==> config.mk <==
export PLATFORM = sky130hd
export DESIGN_NAME = farm_sensor_cond
export DESIGN_NICKNAME = d
export VERILOG_FILES = /design/src/rtl/tlc_pkg.sv /design/src/rtl/sync_2ff.sv /design/src/rtl/farm_sensor_cond.sv
export SDC_FILE = /design/constraint.sdc
export NUM_CORES = 1
export LEC_CHECK = 0
export ABC_AREA = 1
export CORE_MARGIN = 2
export CORE_UTILIZATION = 40
export DETAILED_ROUTE_END_ITERATION = 7
export PLACE_DENSITY = 0.57
export SLEW_MARGIN = 10
export SYNTH_ARGS = -nofsm -noshare
export SYNTH_HDL_FRONTEND = slang
export SYNTH_HIERARCHICAL = 1
export SYNTH_SLANG_ARGS = --single-unit
==> constraint.sdc <==
create_clock -name Clk -period 1.7 [get_ports Clk]
set_input_delay 0.34 -clock Clk [delete_from_list [all_inputs] [get_ports Clk]]
set_output_delay 0.34 -clock Clk [all_outputs]
set_load 0.05 [all_outputs]
==> src/rtl/tlc_pkg.sv <==
// Shared definitions for the traffic-light controller slice: lamp codes,
// debounce FSM states and timing constants at a 50 MHz system clock.
package tlc_pkg;

    // Farm / highway lamp encodings as driven by the controller
    localparam logic [1:0] LAMP_RED    = 2'b01;
    localparam logic [1:0] LAMP_GREEN  = 2'b11;
    localparam logic [1:0] LAMP_YELLOW = 2'b10;

    // Debounce FSM states; the encoding is visible on the debState test port
    typedef enum logic [1:0] {
        ABSENT   = 2'b00,
        RISE_CHK = 2'b01,
        PRESENT  = 2'b10,
        FALL_CHK = 2'b11
    } deb_state_t;

    // Timing constants in clock cycles
    localparam int unsigned CLK_HZ         = 50_000_000;
    localparam int unsigned ONE_SEC        = CLK_HZ;
    localparam int unsigned THREE_SEC      = 3 * CLK_HZ;
    localparam int unsigned FIFTEEN_SEC    = 15 * CLK_HZ;
    localparam int unsigned THIRTY_SEC     = 30 * CLK_HZ;
    localparam int unsigned DEBOUNCE_100MS = CLK_HZ / 10;

    // Only the exact green code counts as green; illegal 00 is not green
    function automatic logic is_green(input logic [1:0] lamp);
        return (lamp == LAMP_GREEN);
    endfunction

endpackage

==> src/rtl/sync_2ff.sv <==
// Two-flop synchroniser for a single asynchronous input, synchronous
// active-low reset clears both stages.
module sync_2ff (
    input  logic Clk,
    input  logic Rst,
    input  logic d,
    output logic q
);

    logic s1;

    // Metastability filter: d -> s1 -> q
    always_ff @(posedge Clk) begin
        if (!Rst) begin
            s1 <= 1'b0;
            q  <= 1'b0;
        end else begin
            s1 <= d;
            q  <= s1;
        end
    end

endmodule

==> src/rtl/farm_sensor_cond.sv <==
// Farm-road vehicle detector conditioning: synchroniser, symmetric debounce
// filter, latched service request and saturating arrival tally.
module farm_sensor_cond
    import tlc_pkg::*;
#(
    parameter int unsigned DEBOUNCE_CYCLES = DEBOUNCE_100MS,
    parameter int unsigned CNT_W           = 23,
    parameter int unsigned TALLY_W         = 8
) (
    input  logic               Clk,
    input  logic               Rst,
    input  logic               sensorRaw,
    input  logic [1:0]         farmSignal,
    input  logic               tallyClr,
    output logic               farmSensor,
    output logic               vehiclePresent,
    output logic               requestPending,
    output logic [TALLY_W-1:0] vehicleTally,
    output logic [1:0]         debState
);

    localparam logic [CNT_W-1:0] DEB_LIM = CNT_W'(DEBOUNCE_CYCLES);

    logic             s2;
    deb_state_t       state, state_n;
    logic [CNT_W-1:0] cnt, cnt_n;
    logic             arrival;
    logic             arr_q;
    logic             green;

    assign green = is_green(farmSignal);

    sync_2ff u_sync (
        .Clk (Clk),
        .Rst (Rst),
        .d   (sensorRaw),
        .q   (s2)
    );

    // Debounce state and stability counter registers
    always_ff @(posedge Clk) begin
        if (!Rst) begin
            state <= ABSENT;
            cnt   <= '0;
        end else begin
            state <= state_n;
            cnt   <= cnt_n;
        end
    end

    // Debounce next-state: a level change is accepted once it has been seen
    // on DEBOUNCE_CYCLES+1 consecutive samples
    always_comb begin
        state_n = state;
        cnt_n   = cnt;
        arrival = 1'b0;
        case (state)
            ABSENT: begin
                if (s2) begin
                    state_n = RISE_CHK;
                    cnt_n   = CNT_W'(1);
                end else begin
                    cnt_n   = '0;
                end
            end
            RISE_CHK: begin
                if (!s2) begin
                    state_n = ABSENT;
                    cnt_n   = '0;
                end else if (cnt == DEB_LIM) begin
                    state_n = PRESENT;
                    cnt_n   = '0;
                    arrival = 1'b1;
                end else begin
                    cnt_n   = cnt + 1'b1;
                end
            end
            PRESENT: begin
                if (!s2) begin
                    state_n = FALL_CHK;
                    cnt_n   = CNT_W'(1);
                end else begin
                    cnt_n   = '0;
                end
            end
            FALL_CHK: begin
                if (s2) begin
                    state_n = PRESENT;
                    cnt_n   = '0;
                end else if (cnt == DEB_LIM) begin
                    state_n = ABSENT;
                    cnt_n   = '0;
                end else begin
                    cnt_n   = cnt + 1'b1;
                end
            end
            default: begin
                state_n = ABSENT;
                cnt_n   = '0;
            end
        endcase
    end

    // Outputs decoded from debounce state; latched request is masked during
    // farm green so the controller can end green as soon as the road empties
    always_comb begin
        vehiclePresent = (state == PRESENT) || (state == FALL_CHK);
        debState       = state;
        farmSensor     = green ? vehiclePresent : (vehiclePresent | requestPending);
    end

    // Service request: an arrival outside farm green is remembered one cycle
    // (arr_q) and then latched; farm green always clears and wins over set
    always_ff @(posedge Clk) begin
        if (!Rst) begin
            arr_q          <= 1'b0;
            requestPending <= 1'b0;
        end else begin
            arr_q <= arrival & ~green;
            if (green)
                requestPending <= 1'b0;
            else if (arr_q)
                requestPending <= 1'b1;
        end
    end

    // Saturating arrival tally, clear has priority over increment
    always_ff @(posedge Clk) begin
        if (!Rst) begin
            vehicleTally <= '0;
        end else if (tallyClr) begin
            vehicleTally <= '0;
        end else if (arrival && (vehicleTally != '1)) begin
            vehicleTally <= vehicleTally + 1'b1;
        end
    end

endmodule

**After elaboration in Yosys (flattened, before gate mapping)**

Index checks and enable logic that the tools add are counted.

- Reductions and logical operators: 6
- Bitwise gates (word level): 4
- Add/subtract/negate cells: 2
- Muxes and demuxes: 17
- Eq/ne operators: 10

Operators by type and width:

| operator | number |
|---|---|
| 23-bit case mux with 4 select lines | 1 |
| 23-bit 2-to-1 mux | 3 |
| 23-bit by 1-bit adder with 23-bit output (second input constant) | 1 |
| 23-bit equality test (second input constant) | 1 |
| 2-bit 2-to-1 mux | 6 |
| 8-bit by 1-bit adder with 8-bit output (second input constant) | 1 |
| 8-bit inequality test (second input constant) | 1 |
| 2-bit case mux with 4 select lines | 1 |
| 2-bit equality test (second input constant) | 3 |
| 1-bit 2-to-1 mux | 6 |
| 4-bit AND reduction | 1 |
| 2-bit OR reduction | 2 |
| 3-bit by 2-bit inequality test with 1-bit output (second input constant) | 1 |
| 3-bit inequality test (second input constant) | 1 |
| 2-bit by 1-bit equality test with 1-bit output (second input constant) | 1 |
| 2-bit zero test | 1 |
| 2-bit by 1-bit inequality test with 1-bit output (second input constant) | 1 |
| 2-bit inequality test (second input constant) | 1 |
| 1-bit inverter | 2 |
| 1-bit AND | 1 |
| 1-bit logical AND | 1 |
| 1-bit logical OR | 1 |
| 1-bit OR | 1 |

- Bits of input ports: 6
- Register bits after elaboration: 37
- Output and inout port bits: 13
- Logic and storage cells: 46

**Longest topological paths before layout**

Gate-level depths: netlist of the first run.

- Depth after elaboration: 5
- Depth in mapped cells: 12
- Mapped depth without buffers: 12

**Hierarchy**

The synthesis of the first run kept the hierarchy.

By module, submodules not included:

| module | area an instance (um^2) | sequential area each (um^2) | instances | cells each |
|---|---|---|---|---|
| farm_sensor_cond | 1904.3 | 700.7 | 1 | 289 |
| sync_2ff | 55.1 | 40.0 | 1 | 6 |

**Least setup slack after synthesis of the first run**

No wires, ideal clock.

- Path type: register to register
- From: reg vehicleTally[1]
- To: reg vehicleTally[2]
- Period minus slack after synthesis: 1.746 ns
- Required time: 1.585 ns
- Path slack: -0.046 ns
- Stages on the path, launching flop included: 9
- Arrival time: 1.631 ns
- Buffers on the path: 0
- Library setup time: 0.115 ns
- Path through: dfxtp_1 > ha_1 > nand2_1 > nor2_1 > nand2_1 > nand4_2 > nor2_1 > nor2_1 > nor2_1

- Cells in the longest elaborated chain, start to end: 2
- Elaborated cells on any way between the ends: 3
- Those cells by class: 1 x add/sub; 1 x eq/ne; 1 x reduce/logical

RTL lines:

| item | RTL line | text |
|---|---|---|
| from (decl) | farm_sensor_cond.sv:18 | `output logic [TALLY_W-1:0] vehicleTally,` |
| from (signal assigned) | farm_sensor_cond.sv:134 | `vehicleTally <= vehicleTally + 1'b1;` |
| parallel branches: the longest is 2 deep, another holds 8-bit by 1-bit adder with 8-bit output | - |  |

Parallel ways; which one is timed is not known.
A chain may end at the register's enable or synchronous reset.

**Worst setup path after layout of the first run**

- From: reg cnt[0]
- To: reg cnt[20]

- Cells in the longest elaborated chain, start to end: 4
- Elaborated cells on any way between the ends: 6
- Those cells by class: 1 x add/sub; 1 x eq/ne; 4 x mux

RTL lines:

| item | RTL line | text |
|---|---|---|
| from (decl) | farm_sensor_cond.sv:26 | `logic [CNT_W-1:0] cnt, cnt_n;` |
| from (signal assigned) | farm_sensor_cond.sv:47 | `cnt <= cnt_n;` |
| 23-bit by 1-bit adder with 23-bit output / 23-bit equality test (equally long branches) | - |  |
| 23-bit 2-to-1 mux (*) | farm_sensor_cond.sv:70, farm_sensor_cond.sv:90 |  |
| 23-bit 2-to-1 mux, on equally long branches | farm_sensor_cond.sv:87, farm_sensor_cond.sv:67 |  |
| 23-bit case mux with 4 select lines (*) | farm_sensor_cond.sv:57 | `case (state)` |

Mark *: on every way between the ends. The rest lies on a longest branch, timed or not.

==> metrics, run 1 <==
status finished clean; share of layout cells above drive strength 1 16.2%; CTS HTree Levels 2; Max Cap Viol 0; cts hold-fix bufs 0; initial antenna violation count 0; PostCTS Resize Cnt 0; # rows 25; die area 0.00547 sq mm; Clock power frac 39.7%; fillcell total 510; fin crit period 1.55 ns; power share of the combinational group 5.1%; CP endpoint kind flip-flop; FF+latch area 743 sq um; worst vdd ir 0.000363 V; vias in the first global route 1687; io pins 19; CTS sink cnt 37; Pre-antenna DRT Iters 4; WP buf/inv 0; Startpoint Class flip-flop; Initial Util 41.5%; slowest stage delay, CP 0.36 ns; ys async rst share 0%; # port buffers 18; Num CTS Buffers 5; clk_skew 0.0124 ns; CTS tree built; Post-synth EDFFs 0; WS Path Type flip-flop to flip-flop; Avg Vias per Cell 4.56; die width 74.0 um; FMAX 646 MHz; hpwl dp 3160 um; arrival time of the worst setup path 1.73 ns; # diodes 0; Worst-path clk slew 0.08 ns; first-pass GRT wire length 7230 um; sequential share of the synthesized area 37.8%; syn avg cell area 6.64 sq um; peak fanout along the critical path 4; Int Pwr 1.20 mW; area occupied by multi-input gates 0.00107 sq mm; postcts setup bufs 0; Synth Instances 295; initial drt markers 106; Slew @ Worst Pin 0.390 ns; Leak 0.933 nW; Worst Hold Class flip-flop to flip-flop; Reg power frac 55.2%; # DRC 0; final WL 4100 um; Area Growth Syn to Fin 23.0%; CTS root buf clkbuf_8; max-slew violations 0; Synth Net Count 304; synthesized area 0.00196 sq mm; RSZ-0062 raised after global routing true; final hold slack 0.410 ns; Top delay family on crit path simple AND/OR/NAND/NOR gates; CP max stage cell dfxtp_1; Layout Nets 336; Core Area 0.00472 sq mm; post-synthesis register bit count 37; worst path required time 1.88 ns; routed len/inst 10.4 um; GPL Wtd Cong 0.825; Clk Latency, worst-skew pair 0.29 ns; cells along the critical path ha_1 -> nand2_1 -> nor2_1 -> nand2_2 -> nor3_2 -> nand3_1 -> nand2_1 -> nor2_1; Net Sw Frac 24.3%; Antenna Nets Post-Route 0; Final Hold Vio Count 0; Slew HR 73.8%; count of final setup violators 0; Synth Flop Type dfxtp_1; GRT Total Usage 16.9%; Via Count 1803; CTS Buffer Depth 2; final setup TNS 0 ns; aggregate global routing overflow 0; largest net degree at the start of global routing 14; most common cell after layout, fill and taps aside nor2_1; PwrDens 658 mW/mm^2; Die Y 74.0 um; Tcrit/Tclk final 91.1%; sw power 386 uW; yosys warns 6; synth unique cells 27; most frequent cells in the layout nor2_1, nand2_1, inv_1
-- flip-flops by register name, indices dropped and copies added, names as in the netlist, named ones only --
name,flops
arr_q,1
u_sync/q,1
debState,1
cnt,23
requestPending,1
vehicleTally,8
u_sync/s1,1
-- power by group through the flow --
stage | sequential, mW | clock, mW | combinational, mW
3_3_place_gp | 0.896 | 0 | 0.0810
2_1_floorplan | 0.904 | 0 | 0.0322
3_5_place_dp | 0.896 | 0 | 0.0811
6_report | 0.875 | 0.630 | 0.0808
4_1_cts | 0.875 | 0.661 | 0.0813
5_1_grt | 0.877 | 0.688 | 0.0898
-- cells by family after synthesis --
logic type / synth area share (%)
XOR/XNOR: 3.13
adder cells (fa/ha/maj): 1.92
AND/OR/NAND/NOR: 44.0
flip-flops: 37.8
buffers and inverters: 8.11
AO/OA/AOI/OAI: 5.04
-- synth_stat cells (2+ instances only) --
cell type | instances | area, sq um
nand2_1 | 68 | 255
xor2_1 | 5 | 43.8
nor3_1 | 9 | 45.0
nand3_1 | 15 | 75.1
a21oi_1 | 10 | 50.1
inv_2 | 4 | 15.0
o21ai_0 | 7 | 35.0
nand3_2 | 2 | 20.0
nor2_4 | 2 | 22.5
nand4_1 | 5 | 31.3
nor3_4 | 2 | 32.5
nor3_2 | 3 | 30.0
ha_1 | 3 | 37.5
nor2_2 | 3 | 18.8
dfxtp_1 | 37 | 741
nand2_2 | 2 | 12.5
nor2_1 | 72 | 270
inv_1 | 36 | 135
xnor2_1 | 2 | 17.5
-- worst reg2reg max path, delay by kind of cell, from the launching register on --
family	cells	cell delay [ns]
adders and majority gates	1	0.17
DFF	1	0.36
and+or+nand+nor	7	0.91
-- final cells by class --
cell class | instances | area share (%)
well taps | 67 | 3.48
repair buffers | 27 | 11.0
clock inverters | 3 | 0.935
clock buffers | 5 | 2.86
flip-flops and latches | 37 | 30.8
multi-input cells | 216 | 44.5
inverters | 40 | 6.33
-- per-layer routing --
layer | global-route usage (%) | up-vias | part of all wire [%]
met5 | 0 | - | 0
met4 | 5.45 | 0 | 1.2
met3 | 4.07 | 5 | 3.9
met2 | 28.6 | 31 | 48
met1 | 21.2 | 787 | 47
li1 | - | 980 | -
-- metrics by stage --
stage	util (%)	setup slack [ns]	cells	power (mW)	instance area (sq um)
after floorplan	-	0.0766	295	0.936	1960
after global placement	48.7	0.0988	387	0.977	2300
after detailed placement	48.7	0.0822	387	0.977	2300
after CTS	50.7	0.0733	395	1.62	2390
after global routing	51.0	-0.00669	395	1.65	2410
final	51.0	0.151	395	1.59	2410
-- final timing paths --
check | startpoint | end | slack, ns | depth (start not counted)
max | cnt[0] | cnt[20] | 0.15 | 8
min | u_sync/s1 | u_sync/q | 0.41 | 2
max reg2reg | cnt[0] | cnt[20] | 0.15 | 8
min reg2reg | u_sync/s1 | u_sync/q | 0.41 | 2
Power figures use the tool's default switching activity.
==> inputs of run 2 (changes only) <==
CORE_UTILIZATION = 48   (was 40)
PLACE_DENSITY = 0.67   (was 0.57)
==> run 2 against run 1 <==
Compared with the run above: flip-flop and latch count stayed put; first-iteration DRC count down 32%; sequential power hardly changed; clock skew decreased by 0.0068 ns; non-clock buffer count unchanged; via count grew 2.3%; count of clock-buffer cells in the layout increased by 1; combinational power fell by 5.9%; worst setup slack worse by 0.015 ns; hold slack hardly changed; clock power is 29% higher.
==> metrics, run 2 (synthesis gave the netlist of run 1 again) <==
CP endpoint kind primary output; fillcell total 375; CTS HTree Levels 2; final setup TNS 0 ns; io pins 19; most frequent cells in the layout nor2_1, nand2_1, inv_1; Via Count 1845; Antenna Nets Post-Route 0; # DRC 0; vias in the first global route 1678; FMAX 639 MHz; Startpoint Class flip-flop; routed len/inst 10.6 um; CTS root buf clkbuf_8; GPL Wtd Cong 0.877; Leak 0.941 nW; Regs by FF count cnt (23), vehicleTally (8); initial drt markers 72; Num CTS Buffers 5; count of final setup violators 0; Tcrit/Tclk final 92.0%; arrival time of the worst setup path 1.22 ns; Critical Path Sink farmSensor; metal2 WL 1810 um; Reg2Reg Setup Slack 0.16 ns; die area 0.00461 sq mm; met1 WL 1950 um; WHS Path Cells 2; # port buffers 18; Final Hold Vio Count 0; CP max stage cell dfxtp_1; Slew @ Worst Pin 0.409 ns; Worst Reg-to-Reg Cells 8; Slew HR 72.5%; hpwl dp 3080 um; max FFs per register 23; Worst Hold Class flip-flop to flip-flop; Initial Util 49.3%; initial antenna violation count 0; worst path required time 1.36 ns; largest net degree at the start of global routing 13; fin crit period 1.56 ns; final worst slack 0.136 ns; clk_skew 0.00562 ns; r2r startpoint debState[0]; CTS Buffer Depth 2; Top Metal Used met4; most common cell after layout, fill and taps aside nor2_1; GRT Total Usage 20.3%; share of layout cells above drive strength 1 18.6%; max-slew violations 0; CTS tree built; Area Growth Syn to Fin 23.8%; final WL 4010 um; aggregate global routing overflow 0; peak fanout along the critical path 5; WS Path Type flip-flop to primary output; slowest stage delay, CP 0.42 ns; # rows 23; worst vdd ir 0.000556 V; RSZ-0062 raised after global routing false; Clk Latency, worst-skew pair 0.29 ns; Core Area 0.00397 sq mm; Worst-path clk slew 0.07 ns; cells along the critical path buf_4 -> inv_1 -> nand2_1 -> buf_12; Layout Nets 336; PwrDens 729 mW/mm^2; Pre-antenna DRT Iters 4; Max Cap Viol 0; die width 67.9 um; status finished clean; DR WL met3 159 um; CTS sink cnt 37; Top reg by flops cnt; Die Y 67.9 um; # diodes 0; Avg Vias per Cell 4.88; DP Worst Slack 0.0534 ns; R2R Path End cnt[9]; first-pass GRT wire length 6990 um
==> run 2: cell types whose count changed in the layout (fill, tap and decap cells not counted), moves of 2 or more <==
| cell | delta |
|---|---|
| dfxtp_2 | +2 |
| nor2_2 | +3 |
| clkinv_4 | -2 |
| inv_1 | -2 |
| inv_2 | +3 |
| dfxtp_1 | -2 |
| nor2_1 | -3 |
==> run 2: cell type report <==
cell class	count	area, sq um	share of cell area, %
Inverter	40	150	6.19
Tap cell	50	62.6	2.58
Sequential cell	37	746	30.8
Timing Repair Buffer	27	253	10.4
Clock inverter	2	37.5	1.55
Multi-Input combinational cell	216	1090	45.1
Clock buffer	6	82.6	3.41
==> run 2: power breakdown <==
part	internal, mW	switching [mW]	total (mW)	leakage [nW]
clock network	0.477	0.338	0.815	0.0574
registers	0.872	0.00582	0.878	0.301
logic	0.0331	0.0429	0.0760	0.583
total	1.38	0.386	1.77	0.941
==> run 2: metrics by stage <==
step / cell area (sq um) / std cells / util [%] / total power [mW] / hold WS (ns)
CTS: 2370 / 376 / 59.8 / 1.78 / 0.413
global route: 2420 / 378 / 61.1 / 1.82 / 0.459
floorplan: 1960 / 295 / - / 0.936 / 0.386
detailed placement: 2250 / 368 / 56.7 / 0.969 / 0.400
finish: 2420 / 378 / 61.1 / 1.77 / 0.410
global placement: 2250 / 368 / 56.7 / 0.967 / 0.393
==> run 2: worst max-delay path: cells and delay by family, from the launching register on <==
kind                   cells  cell delay, ns
AND/OR/NAND/NOR            1            0.11
buffers and inverters      3            0.40
flip-flops                 1            0.42
==> run 2: routing by layer <==
metal	global-route usage, %	up-vias
met1	24.2	817
met2	33.8	34
li1	-	987
met4	10.0	0
met3	5.59	7
met5	0	-
==> run 2: how the worst min path moves through the flow <==
stage / from / endpoint
floorplan: u_sync/s1 / u_sync/q
global placement: u_sync/s1 / u_sync/q
global route: u_sync/s1 / u_sync/q
CTS: u_sync/s1 / u_sync/q
detailed placement: u_sync/s1 / u_sync/q
finish: u_sync/s1 / u_sync/q
==> run 2: timing repair <==
item	4_1_cts	5_1_grt
setup endpoints to repair	0	8
setup buffers	0	2
hold buffers	0	0
gates resized for setup	0	11
